$ cat config.mk
export PLATFORM = sky130hd
export DESIGN_NAME = ram_bus_arbiter
export DESIGN_NICKNAME = d
export VERILOG_FILES = /design/src/rtl/ram_bus_arbiter.sv
export SDC_FILE = /design/constraint.sdc
export NUM_CORES = 1
export LEC_CHECK = 0
export ABC_AREA = 1
export BUFFER_PORTS_ARGS = -buffer_cell sky130_fd_sc_hd__buf_2
export CORE_AREA = 2 2 103 105
export CTS_BUF_LIST = sky130_fd_sc_hd__clkbuf_16
export CTS_CLUSTER_DIAMETER = 200
export DETAILED_ROUTE_END_ITERATION = 7
export DIE_AREA = 0 0 105 107
export GPL_TIMING_DRIVEN = 1
export PLACE_DENSITY = 0.65
export SLEW_MARGIN = 25
export SYNTH_ARGS = -nofsm -noshare
export SYNTH_HDL_FRONTEND = slang
export SYNTH_SLANG_ARGS = --single-unit
$ cat constraint.sdc
create_clock -name clk -period 1.9 [get_ports clk]
set_input_delay 0.19 -clock clk [delete_from_list [all_inputs] [get_ports clk]]
set_output_delay 0.19 -clock clk [all_outputs]
set_load 0.005 [all_outputs]
$ cat src/rtl/ram_bus_arbiter.sv
// Two-master round-robin arbiter for the shared data-RAM/GPIO slave port.
// Bounded burst tenure, combinational grant, and one-cycle-delayed read-valid per master.
module ram_bus_arbiter #(
  parameter int DATA_WIDTH = 32,
  parameter int ADDR_WIDTH = 32,
  parameter int MAX_BURST  = 4
) (
  input  logic                  clk,
  input  logic                  rst,
  input  logic                  m0_req,
  input  logic                  m0_we,
  input  logic [ADDR_WIDTH-1:0] m0_addr,
  input  logic [DATA_WIDTH-1:0] m0_wdata,
  output logic                  m0_gnt,
  output logic                  m0_rvalid,
  input  logic                  m1_req,
  input  logic                  m1_we,
  input  logic [ADDR_WIDTH-1:0] m1_addr,
  input  logic [DATA_WIDTH-1:0] m1_wdata,
  output logic                  m1_gnt,
  output logic                  m1_rvalid,
  output logic [ADDR_WIDTH-1:0] s_addr,
  output logic                  s_we,
  output logic [DATA_WIDTH-1:0] s_wdata,
  input  logic [DATA_WIDTH-1:0] s_rdata,
  output logic [DATA_WIDTH-1:0] rdata,
  output logic                  owner,
  output logic                  busy
);

  localparam logic [1:0] ST_IDLE = 2'd0;
  localparam logic [1:0] ST_OWN0 = 2'd1;
  localparam logic [1:0] ST_OWN1 = 2'd2;
  localparam logic [3:0] BURST_LAST = 4'(MAX_BURST - 1);

  logic [1:0] state_q, state_d;
  logic       last_owner_q, last_owner_d;
  logic       owner_q, owner_d;
  logic [3:0] burst_cnt_q, burst_cnt_d;
  logic       rv0_q, rv0_d;
  logic       rv1_q, rv1_d;

  assign m0_gnt    = (state_q == ST_OWN0) & m0_req;
  assign m1_gnt    = (state_q == ST_OWN1) & m1_req;
  assign m0_rvalid = rv0_q;
  assign m1_rvalid = rv1_q;
  assign rdata     = s_rdata;
  assign busy      = (state_q != ST_IDLE);
  // last_owner resets to 1 so master 0 wins the first tie, but the visible
  // owner output must read 0 until somebody is actually granted.
  assign owner     = owner_q;

  assign rv0_d = m0_gnt & ~m0_we;
  assign rv1_d = m1_gnt & ~m1_we;

  always_comb begin
    s_addr  = '0;
    s_we    = 1'b0;
    s_wdata = '0;
    if (m0_gnt) begin
      s_addr  = m0_addr;
      s_we    = m0_we;
      s_wdata = m0_wdata;
    end else if (m1_gnt) begin
      s_addr  = m1_addr;
      s_we    = m1_we;
      s_wdata = m1_wdata;
    end
  end

  always_comb begin
    state_d      = state_q;
    last_owner_d = last_owner_q;
    owner_d      = owner_q;
    burst_cnt_d  = burst_cnt_q;
    case (state_q)
      ST_IDLE: begin
        if (m0_req && (!m1_req || last_owner_q)) begin
          state_d      = ST_OWN0;
          last_owner_d = 1'b0;
          owner_d      = 1'b0;
          burst_cnt_d  = '0;
        end else if (m1_req) begin
          state_d      = ST_OWN1;
          last_owner_d = 1'b1;
          owner_d      = 1'b1;
          burst_cnt_d  = '0;
        end
      end
      ST_OWN0: begin
        if (m0_req) begin
          if (m1_req && (burst_cnt_q == BURST_LAST)) begin
            state_d      = ST_OWN1;
            last_owner_d = 1'b1;
            owner_d      = 1'b1;
            burst_cnt_d  = '0;
          end else if (burst_cnt_q != BURST_LAST) begin
            burst_cnt_d = burst_cnt_q + 4'd1;
          end
        end else if (m1_req) begin
          state_d      = ST_OWN1;
          last_owner_d = 1'b1;
          owner_d      = 1'b1;
          burst_cnt_d  = '0;
        end else begin
          state_d = ST_IDLE;
        end
      end
      ST_OWN1: begin
        if (m1_req) begin
          if (m0_req && (burst_cnt_q == BURST_LAST)) begin
            state_d      = ST_OWN0;
            last_owner_d = 1'b0;
            owner_d      = 1'b0;
            burst_cnt_d  = '0;
          end else if (burst_cnt_q != BURST_LAST) begin
            burst_cnt_d = burst_cnt_q + 4'd1;
          end
        end else if (m0_req) begin
          state_d      = ST_OWN0;
          last_owner_d = 1'b0;
          owner_d      = 1'b0;
          burst_cnt_d  = '0;
        end else begin
          state_d = ST_IDLE;
        end
      end
      default: state_d = ST_IDLE;
    endcase
  end

  always_ff @(posedge clk or negedge rst) begin
    if (!rst) begin
      state_q      <= ST_IDLE;
      last_owner_q <= 1'b1;
      owner_q      <= 1'b0;
      burst_cnt_q  <= '0;
      rv0_q        <= 1'b0;
      rv1_q        <= 1'b0;
    end else begin
      state_q      <= state_d;
      last_owner_q <= last_owner_d;
      owner_q      <= owner_d;
      burst_cnt_q  <= burst_cnt_d;
      rv0_q        <= rv0_d;
      rv1_q        <= rv1_d;
    end
  end

endmodule

======== Word level (Yosys, flattened, before mapping) ========
Cells that the tools add are included.
word-level totals
  output and inout port bits .............. 103
  logic and storage cells ................. 68
  input port bits ......................... 166
  register bits ........................... 10
cells by class
  equality and inequality tests ........... 8
  add/sub/neg operators ................... 1
  reduce and logical (&&, ||, !) cells .... 11
  bitwise logic cells ..................... 6
  mux-type cells .......................... 36
operator list
  operator                                                                 number
  32-bit 2-to-1 mux                                                        4
  4-bit 2-to-1 mux                                                         8
  2-bit 2-to-1 mux                                                         7
  1-bit 2-to-1 mux                                                         13
  4-bit case mux with 3 select lines                                       1
  3-bit by 2-bit inequality test with 1-bit output, second input constant  2
  3-bit inequality test, second input constant                             2
  1-bit case mux with 3 select lines                                       2
  2-bit case mux with 3 select lines                                       1
  4-bit by 1-bit adder with 4-bit output, second input constant            1
  1-bit AND                                                                4
  4-bit by 2-bit == test with 1-bit output, second input constant          1
  4-bit by 2-bit inequality test with 1-bit output, second input constant  1
  4-bit AND reduction                                                      1
  1-bit logical AND                                                        3
  3-bit AND reduction                                                      1
  3-bit nonzero test                                                       1
  2-bit by 1-bit == test with 1-bit output, second input constant          1
  2-bit == test, second input constant                                     1
  2-bit zero test                                                          1
  1-bit inverter                                                           2
  2-bit AND reduction                                                      1
  2-bit nonzero test                                                       1
  1-bit zero test                                                          1
  1-bit logical OR                                                         1

======== Depth between registers and ports, before layout ========
Gate-level depths: netlist (run 1).
  word-level depth ........................ 5
  mapped depth ............................ 10
  depth with buffers taken out ............ 10

======== Worst setup path after synthesis (run 1) ========
OpenSTA, ideal clock, no wires.
  kind .................................... reg2out
  from .................................... register state_q[1]
  to ...................................... output port s_wdata[0]
  required time ........................... 1.710 ns
  arrival ................................. 1.263 ns
  cell stages (with the launch flop) ...... 8
  setup slack ............................. 0.447 ns
  buffers on the path ..................... 2
  cells stage by stage .................... dfrtp_1 inv_1 ha_1 nand2_2 buf_2 buf_2 nand3_1 nand2_1
between the ends
  longest elaborated chain between the ends .. 4
  elaborated cells on any way between the ends .. 6
  classes of those cells .................. eq/ne: 2; mux: 2; bitwise: 2
ends and longest elaborated chain
  element                   line  RTL
  start: declaration        36    logic [1:0] state_q, state_d;
  start signal: assignment  141   state_q <= state_d;
  2-bit == test             44    assign m1_gnt = (state_q == ST_OWN1) & m1_req;
  1-bit AND                 44
  32-bit 2-to-1 mux         64    end else if (m1_gnt) begin
  32-bit 2-to-1 mux (*)     60    if (m0_gnt) begin
  end: declaration          24    output logic [DATA_WIDTH-1:0] s_wdata,
Every way passes the cells marked *; elsewhere a longest branch is shown, timed or not.

======== Final worst setup path (run 1) ========
  from .................................... register state_q[1]
  to ...................................... output port s_we
between the ends
  longest elaborated chain between the ends .. 4
  elaborated cells on any way between the ends .. 6
  classes of those cells .................. eq/ne: 2; mux: 2; bitwise: 2
ends and longest elaborated chain
  element               line  RTL
  2-bit == test         44
  1-bit AND             44
  1-bit 2-to-1 mux      64
  1-bit 2-to-1 mux (*)  60
  end: declaration      23    output logic s_we,
Marked as above.

==> results of run 1 <==
==> path summary, 6_finish.rpt <==
path | startpoint | endpoint | slack, ns | depth (start not counted)
worst max register to register | state_q[0] | state_q[1] | 0.21 | 10
min in group asynchronous | rst | burst_cnt_q[3] | 0.34 | 2
max in group asynchronous | rst | last_owner_q | 1.30 | 2
worst max-delay path | state_q[1] | s_we | 0.07 | 8
worst min register to register | last_owner_q | last_owner_q | 0.50 | 2
worst min-delay path | m0_we | m0_rvalid | 0.13 | 2
==> cell type report <==
type / count / area share
Timing Repair Buffer: 219 / 0.412
Multi-Input combinational cell: 268 / 0.402
Sequential cell: 10 / 0.0820
Tap cell: 136 / 0.0555
Clock buffer: 3 / 0.0245
Inverter: 16 / 0.0228
Clock inverter: 1 / 0.00122
==> cell families (layout without fill, tap and decap cells) <==
family,count (synthesis),in the layout
flip-flops,10,10
adder cells (fa/ha/maj),5,5
XOR/XNOR,1,1
AND/OR/NAND/NOR,247,247
AO/OA/AOI/OAI,15,15
buffers and inverters,69,239
==> cells in the final DEF (no fill, tap or decap) <==
cell and instances:
sky130_fd_sc_hd__clkinv_4 1, sky130_fd_sc_hd__dlygate4sd3_1 1, sky130_fd_sc_hd__inv_1 10, sky130_fd_sc_hd__o21ai_1 2, sky130_fd_sc_hd__a21oi_1 5, sky130_fd_sc_hd__inv_6 1, sky130_fd_sc_hd__ha_1 3, sky130_fd_sc_hd__buf_16 1
sky130_fd_sc_hd__buf_4 4, sky130_fd_sc_hd__dfstp_2 1, sky130_fd_sc_hd__o21ai_2 1, sky130_fd_sc_hd__o21bai_1 1, sky130_fd_sc_hd__nor2_1 9, sky130_fd_sc_hd__nor2_4 1, sky130_fd_sc_hd__xor2_1 1, sky130_fd_sc_hd__o31ai_1 1
sky130_fd_sc_hd__nand3_1 73, sky130_fd_sc_hd__clkinv_1 1, sky130_fd_sc_hd__buf_2 204, sky130_fd_sc_hd__buf_12 3, sky130_fd_sc_hd__inv_2 4, sky130_fd_sc_hd__nand2_1 154, sky130_fd_sc_hd__nor3_1 1, sky130_fd_sc_hd__ha_4 1
sky130_fd_sc_hd__buf_6 1, sky130_fd_sc_hd__nand2_4 2, sky130_fd_sc_hd__o21ai_0 4, sky130_fd_sc_hd__o211ai_1 1, sky130_fd_sc_hd__buf_8 2, sky130_fd_sc_hd__clkbuf_16 6, sky130_fd_sc_hd__nand4_1 1, sky130_fd_sc_hd__dfrtp_1 9
sky130_fd_sc_hd__nand2_2 5, sky130_fd_sc_hd__nor2_2 1, sky130_fd_sc_hd__ha_2 1
==> sequential cells by signal (all words and copies together), names as in the netlist <==
| name | cells |
|---|---|
| m1_rvalid | 1 |
| last_owner_q | 1 |
| m0_rvalid | 1 |
| burst_cnt_q | 4 |
| state_q | 2 |
| owner | 1 |
==> layer usage <==
layer  wire [um]  vias up
met4          37        0
li1            -     1414
met3         788        4
met1        4040     1245
met5           0        -
met2        4870      153
==> stage by stage <==
stage               utilization  instances  cell area (um2)
finish                    0.304        653             3070
CTS                       0.290        648             2930
global placement          0.278        642             2810
floorplan                     -        347             1910
detailed placement        0.278        642             2810
global route              0.304        653             3070
==> cells in the mapped netlist (all sizes together), types with 5 or more instances <==
library cell and number:
dfrtp 9, nand2 161, a21oi 5, buf 52, nor2 11, o21ai 7, inv 16, nand3 73
ha 5
==> power groups by stage <==
stage	combinational [mW]	sequential, mW	clock [mW]
6_report	2.09	0.320	0.375
3_5_place_dp	1.89	0.317	0
5_1_grt	2.32	0.326	0.400
4_1_cts	1.94	0.315	0.386
2_1_floorplan	1.19	0.310	0
3_3_place_gp	1.89	0.314	0
==> repair_timing <==
item,4_1_cts,5_1_grt
setup endpoints to repair,3,65
buffers inserted,0,2
gates resized for setup,0,16
hold buffers,1,0
gates cloned,1,3
endpoints found under the hold margin,9,0
pin swaps,0,1
==> results.md, run 1 <==
Synthesis:
- The total of flip-flops plus latches after synthesis is 10.
- The number of synthesized flops with an enable pin is 0.
- The mux contribution to synthesized area is 0.
- The most common flop cell mapped by yosys is sky130_fd_sc_hd__dfrtp_1.
- The gate count of the mapped netlist is 347.
- The most area-hungry cell type in the Yosys netlist is sky130_fd_sc_hd__nand2_1.
- Yosys printed 0 warnings.
- Of the total synthesized cell area, the portion taken by full adders, half adders and majority gates is 0.0328.
- Counting flops with an async set or reset pin after synthesis yields a share of 1.00.
- The complex-gate fraction of the synthesized area was 0.0452.
- Of the total synthesized cell area, the portion taken by AND, OR, NAND and NOR gates is 0.551.
- Of the synthesized area, sequential elements account for 0.132.
- The number of nets in the synthesized netlist is between 500 and 600.
- After synthesis, the netlist uses 26 different library cells.
- After synthesis, the largest family of logic cells by area is simple AND/OR/NAND/NOR gates.
- The XOR/XNOR share of the synthesized area is 0.00459.
- The share of synthesized area in the top cell type comes to 0.305.
- After synthesis, the cell types taking the most area are sky130_fd_sc_hd__nand2_1 (30%), sky130_fd_sc_hd__nand3_1 (19%), sky130_fd_sc_hd__buf_4 (15%).
- The synthesized netlist occupies a cell area of roughly 0.0019 mm2.
- The mean area per synthesized cell is ~5.5 um2.

Clocking:
- CTS built an H-tree with a depth of 1.
- TritonCTS built the clock tree.
- In this run the clock root is driven by a sky130_fd_sc_hd__clkbuf_16.
- The number of buffers inserted during clock tree synthesis is 3.
- At the later pin of the worst-skew pair, clock insertion delay measures 0.24 ns.
- The clock drives 10 sinks.
- Clock-pin slew was measured on the worst setup and hold paths at 0.04 ns.
- In this run the deepest clock path goes through 2 buffers.

Worst setup path:
- The signal on the critical path passes through inv_1 > ha_4 > nand2_4 > buf_4 > nand2_1 > inv_2 > nor3_1 > buf_2.
- STA classifies the critical path startpoint as a flop.
- The type of the worst setup path is reg2out.
- The critical path contains buffers and inverters numbering 4 combined.
- In this design, the largest share of critical-path delay is due to buffers and inverters.
- The largest fanout of any net on the critical path is 9.
- For the worst setup path, the data arrival time is 1.64 ns.
- The slowest cell on the critical path is sky130_fd_sc_hd__dfrtp_1.
- STA classifies the critical path endpoint as an output port.
- The required time of the critical path is 1.71 ns.
- The maximum cell stage delay along the critical path is 0.41 ns.

Detailed routing:
- The detailed router finished its first iteration with 210 violations.
- The total via count after detailed routing is 2816.
- In the routed design, unresolved DRC markers number 0.
- The average detailed-routed wire length per instance is 14.9 um.
- The detailed-router iteration count before antenna repair is 4.
- Using the TritonRoute via totals, the vias-per-cell ratio works out to 4.31.
- The count of nets left with antenna violations once routing finished came out at 0.
- The sum of routed wire length over all layers is 9.74 mm.

Flow run:
- Max-cap violations in this run came to 0.

Timing:
- The post-route clock period utilization is 0.964.
- In the post-route analysis, the smallest setup slack over all paths is 0.0678 ns.
- The hold violation count in the final report is 0.
- After routing, the total negative slack on setup checks comes to 0 ns.
- Setup repair after global routing left no endpoint under its margin.
- The worst clock skew on the final layout is between 0.003 and 0.004 ns.
- The slew at the pin closest to its max-slew limit is 0.239 ns.
- After layout, the minimum clock period comes to 1.83 ns.
- The final-layout worst hold slack is 0.126 ns.
- The headroom to the max-slew limit is 0.841.
- The count of pins over their slew limit is 0.
- Timing would allow up to 546 MHz.
- Setup violations remaining at the end of the flow were counted as 0.

GRT:
- The initial antenna violation count was 0.
- The met2 demand-to-capacity share in global routing is 0.281.
- The overall overflow remaining after global route is 0.
- After global routing, the most crowded layer is met2.
- In the global route stage, met3 resource usage came out at 0.0316.
- Entering global routing, the biggest net connects 34 pins.
- For met1 alone, demand over resource in global routing was 0.182.
- For this run, the total global-route usage over all layers was measured as 0.151.
- The first-pass GRT wire length is about 13 mm.
- The number of global-route vias before repair was 2524.

Floorplan:
- During I/O placement, the number of pins put on the boundary was 269.
- In this run the standard cell core region covers 0.0101 mm2.
- The chip height is around 110 um.
- The die area is between 0.01 and 0.015 mm2.
- The placement row count is 37.
- The die width is 105 um.
- For this configuration, the core starts out at a cell density of 0.189.

Power:
- Of the total power, combinational logic draws 0.750.
- The internal portion of the total power is 1.45 mW.
- In this run the power spent charging and discharging nets is 1.33 mW.
- The switching fraction of total power is 0.479.
- For this design the ratio of total power to cell area is just over 900 mW/mm2.
- The largest vdd supply drop is 380 uV.
- The sequential share of power is 0.115.
- The overall power after layout is around 2.8 mW.
- The leakage component of the power is 1.97 nW.
- Of the total power, the clock network draws 0.135.

Outcome:
- The flow ran to the end, and the final reports show no timing, DRC or antenna violations.

Finish:
- The final layout contains 689 nets.
- After filler insertion, the fill cell instance count of the layout stands at about 1200.
- The area occupied by multi-input gates is 0.00123 mm2.
- The number of antenna diodes in the final layout is 0.
- The sequential cell area is 251 um2.
- In the final layout, the share of cells above drive strength 1 is 0.464.
- From synthesis to final layout, the design area changed by 60.8%.

Placed design:
- The final weighted congestion of routability-driven global placement is approximately 0.8.
- Once detailed placement completed, the half-perimeter wirelength came to 7.55 mm.
- The number of buffers added on ports is 204.
- The setup slack after placement is 0.235 ns.

Worst hold path:
- The path type of the worst min-delay path is in2reg.
Note: power is estimated with default switching activity, not from simulation.
==> run 2, diff against run 1 <==
Settings changed: ABC_AREA 1 to not set, CAP_MARGIN set to 10, CORE_AREA 2 2 103 105 to 2 2 105 107, DIE_AREA 0 0 105 107 to 0 0 107 109, PLACE_DENSITY 0.65 to 0.6.
==> run 2 against run 1 <==
  * Routed wire length is 18% lower
  * Via count is 15% lower
  * Cell area is 2.9% lower
  * Setup slack worse by 0.063 ns
  * Final cell count is 20% lower
  * Clock-buffer cell count stayed put
  * Global-route usage is 4.1 points lower
  * First-iteration DRC count is 36% lower
  * Register-to-register slack worse by 0.11 ns
  * Total power is 5.8% higher
  * Combinational power is 7% higher
==> results.md, run 2 <==
GRT:
- Across every metal layer, demand over resource in global routing totals 0.110.
- The first global-routing pass estimated 10.1 mm of wire.
- The number of global-route vias before repair came to ~2100.
- The initial antenna violation count is 0.
- Entering global routing, the biggest net connects 36 pins.
- The overall overflow remaining after global route is 0.

Placed design:
- Buffers placed on the I/O ports in this run total 204.
- The half-perimeter wire length after placement is 6.02 mm.
- Routability-driven placement finished with a final weighted congestion of ~0.78.
- Counting tap cells, the placed design contains a total of between 500 and 600 instances.
- Timing analysis after detailed placement gives a worst setup slack of around 0.035 ns.

Synthesis:
- In this run, synthesis inferred 0 flip-flops with an integrated enable.
- The mean area per synthesized cell is 8.27 um2.
- In this run, synthesis produced a sequential element count of 10.
- In the post-synthesis netlist, the cell with the most instances is sky130_fd_sc_hd__a22o_1.
- Yosys attributes the largest share of cell area to sky130_fd_sc_hd__a22o_1 (35%), sky130_fd_sc_hd__buf_4 (15%), sky130_fd_sc_hd__dfrtp_1 (14%).
- The most used flip-flop cell after synthesis is sky130_fd_sc_hd__dfrtp_1.
- The Yosys step of the flow raised 0 warnings.
- The sequential element share of the synthesized area is 0.156.
- The netlist uses 36 different library cells.
- The synthesized design spends more area on one cell type than any other, namely sky130_fd_sc_hd__a22o_1.
- The share of synthesized area in the top cell type comes to 0.353.
- The gate count of the mapped netlist is 195.
- The total standard cell area after synthesis is 0.00161 mm2.
- The post-synthesis async set-or-reset flop share is 1.00.
- When the netlist entered floorplanning its net count stood at 366.
- The commonest cells after synthesis are sky130_fd_sc_hd__a22o_1 (65), sky130_fd_sc_hd__buf_4 (32), sky130_fd_sc_hd__buf_2 (12).

Worst setup path:
- The type of the worst setup path is reg2out.
- The largest fanout of any net on the critical path is 5.
- The sort of element at the start of the critical path is a flop.
- For the worst setup path, the data required time is around 1.7 ns.
- The data arrival at the endpoint of the critical path is 1.70 ns.
- The kind of capture point of the worst setup path is an output port.
- The number of cells on the worst reg-to-reg path is 7.

Detailed routing:
- The DRC violation total after the first TritonRoute iteration is ~140.
- For this block, the routed nets add up to 8.01 mm of wire.
- In the final routed layout, each cell accounts on average for 15.3 um.
- For this run, the detailed router's first-pass iteration total came to 4.
- The residual antenna-violating net count after detailed routing is 0.
- The detailed-route vias per instance is 4.57.
- Across all layers, the routed design uses 2388 vias.
- The number of remaining DRC errors is 0.

Timing:
- The smallest setup slack after layout is 0.00503 ns.
- The post-route clock period utilization is 0.997.
- The headroom to the max-slew limit is 0.676.
- The count of pins over their slew limit is 0.
- After layout, the minimum clock period comes to around 1.9 ns.
- The hold violation count in the final report is 0.
- At the pin with the least slew margin, the transition time is roughly 0.48 ns.
- Setup total negative slack on the finished layout was measured at 0 ns.
- Final hold analysis gives a worst-case slack of 0.144 ns.
- The number of setup violations in the final report is 0.
- Derived from the worst setup path, the maximum achievable clock frequency is approximately 530 MHz.
- The worst clock skew on the final layout is 0.00267 ns.
- Setup repair after global routing could not meet its margin everywhere.

Floorplan:
- Measured along the x axis, the die boundary spans 107 um.
- The placement row count is 38.
- The core area is around 0.011 mm2.
- The initial cell density of the core is 0.152.
- The chip height is 109 um.
- The I/O pin count is ~270.
- The die covers 0.0117 mm2.

Clocking:
- The clock reaches the later pin of the worst-skew pair after ~0.24 ns.
- The level count of the clock H-tree is 1.
- The root buffer selected by CTS is sky130_fd_sc_hd__clkbuf_16.
- Counting the buffers created by CTS gives 3.
- The clock drives 10 sinks.
- TritonCTS built the clock tree.
- No sink is reached through more buffers than the 2 on the longest clock path.
- After clock tree synthesis, the clock-pin slew on the worst setup and hold paths is 0.04 ns.

Finish:
- The library cells used most frequently in the layout, excluding fill and tap cells, are sky130_fd_sc_hd__buf_2 (204), sky130_fd_sc_hd__a22o_1 (65), sky130_fd_sc_hd__buf_4 (18).
- In the final layout, the share of cells above drive strength 1 is 0.653.
- Across the whole layout, storage elements account for 253 um2.
- The repair_antennas step left the layout with diodes totalling 0.
- Leaving out filler cells and counting taps, the final layout contains 523.
- More flip-flops sit in one register than any other, and that register is burst_cnt_q.
- The largest registers in the layout are burst_cnt_q x4, state_q x2.
- The final layout contains 555 nets.
- The register with the most flip-flops in the layout has 4 of them.
- The area occupied by multi-input gates is between 0.001 and 0.0015 mm2.
- From synthesis to final layout, the design area changed by 84.7%.
- The number of inserted filler cells in the final layout is roughly 1100.
- The most common cell after layout, fill and taps aside is sky130_fd_sc_hd__buf_2.

Worst hold path:
- The worst hold path belongs to the class in2reg.
- The worst hold path cell count is 2.

Outcome:
- The flow ran to the end, and the final reports show no timing, DRC or antenna violations.

Flow run:
- Max-cap violations in this run came to 0.

Power:
- Dividing total power by cell area gives a power density of 989 mW/mm2.
- The leakage component of the power is 1.71 nW.
- IR analysis of the VDD net gives a maximum drop of about 330 uV.
- The overall power after layout is 2.95 mW.
==> run 2: cell types whose count changed in the layout (fill, tap and decap cells not counted), moves of 3 or more <==
| cell | before | now |
|---|---|---|
| sky130_fd_sc_hd__nand3_1 | 73 | 1 |
| sky130_fd_sc_hd__nand2_1 | 154 | 3 |
| sky130_fd_sc_hd__mux2i_1 | 0 | 3 |
| sky130_fd_sc_hd__a22o_1 | 0 | 65 |
| sky130_fd_sc_hd__inv_1 | 10 | 7 |
| sky130_fd_sc_hd__buf_4 | 4 | 18 |
| sky130_fd_sc_hd__o21ai_0 | 4 | 8 |
| sky130_fd_sc_hd__a211oi_1 | 0 | 3 |
| sky130_fd_sc_hd__nand2_2 | 5 | 0 |
| sky130_fd_sc_hd__buf_12 | 3 | 6 |
| sky130_fd_sc_hd__nor2_1 | 9 | 3 |
==> run 2: path summary, 6_finish.rpt <==
path                             endpoint         start  slack (ns)
setup reg to reg           burst_cnt_q[1]    state_q[1]        0.10
hold / removal                  m0_rvalid         m0_we        0.14
min in group asynchronous  burst_cnt_q[1]           rst        0.35
hold reg to reg              last_owner_q  last_owner_q        0.51
setup / recovery               s_wdata[8]    state_q[1]       0.005
max in group asynchronous    last_owner_q           rst        1.29
==> run 2: layer usage <==
layer	GRT usage	vias to the layer above	wire length [um]	part of all wire
li1	-	1103	-	-
met1	0.131	1104	3000	0.37
met2	0.195	163	4050	0.51
met3	0.0311	18	822	0.10
met4	0.0278	0	129	0.016
met5	0	-	0	0
==> run 2: worst max-delay path, stage by stage, from the launching register on <==
cell and delay, ns:
sky130_fd_sc_hd__dfrtp_1 0.40, sky130_fd_sc_hd__buf_6 0.13, sky130_fd_sc_hd__ha_4 0.16, sky130_fd_sc_hd__nand2_4 0.10
sky130_fd_sc_hd__nor2_4 0.06, sky130_fd_sc_hd__buf_12 0.13, sky130_fd_sc_hd__buf_12 0.13, sky130_fd_sc_hd__a22o_1 0.22
sky130_fd_sc_hd__buf_2 0.13
==> run 2: layout make-up <==
type	count	area share
Timing Repair Buffer	233	0.461
Multi-Input combinational cell	126	0.355
Sequential cell	10	0.0848
Tap cell	140	0.0588
Clock buffer	3	0.0252
Inverter	10	0.0143
Clock inverter	1	0.00126
==> run 2: timing repair <==
action | 4_1_cts | 5_1_grt
hold buffers | 1 | 0
cloned | 1 | 3
endpoints found under the hold margin | 9 | 0
setup endpoints to repair | 65 | 58
resized for setup | 9 | 8
pin swaps | 1 | 5
setup buffers | 6 | 7
==> run 2: cells by family (layout without fill, tap and decap cells) <==
kind of cell,after synthesis,after routing,synth area share
AOI/OAI and AO/OA,97,97,0.486
adders and majority gates,5,5,0.0388
buffers and inverters,59,247,0.222
DFF,10,10,0.156
muxes,5,5,0.0326
and+or+nand+nor,19,19,0.0652
==> run 2: per-stage QoR <==
step | utilization | instance area, um2
2_1_floorplan | - | 1610
3_3_place_gp | 0.249 | 2640
3_5_place_dp | 0.249 | 2640
4_1_cts | 0.268 | 2840
5_1_grt | 0.281 | 2980
6_report | 0.281 | 2980
==> run 2: report_power, final <==
group / switching (mW) / total [mW] / internal, mW
combinational: 1.03 / 2.24 / 1.20
sequential: 0.0532 / 0.338 / 0.285
clock: 0.0962 / 0.372 / 0.276
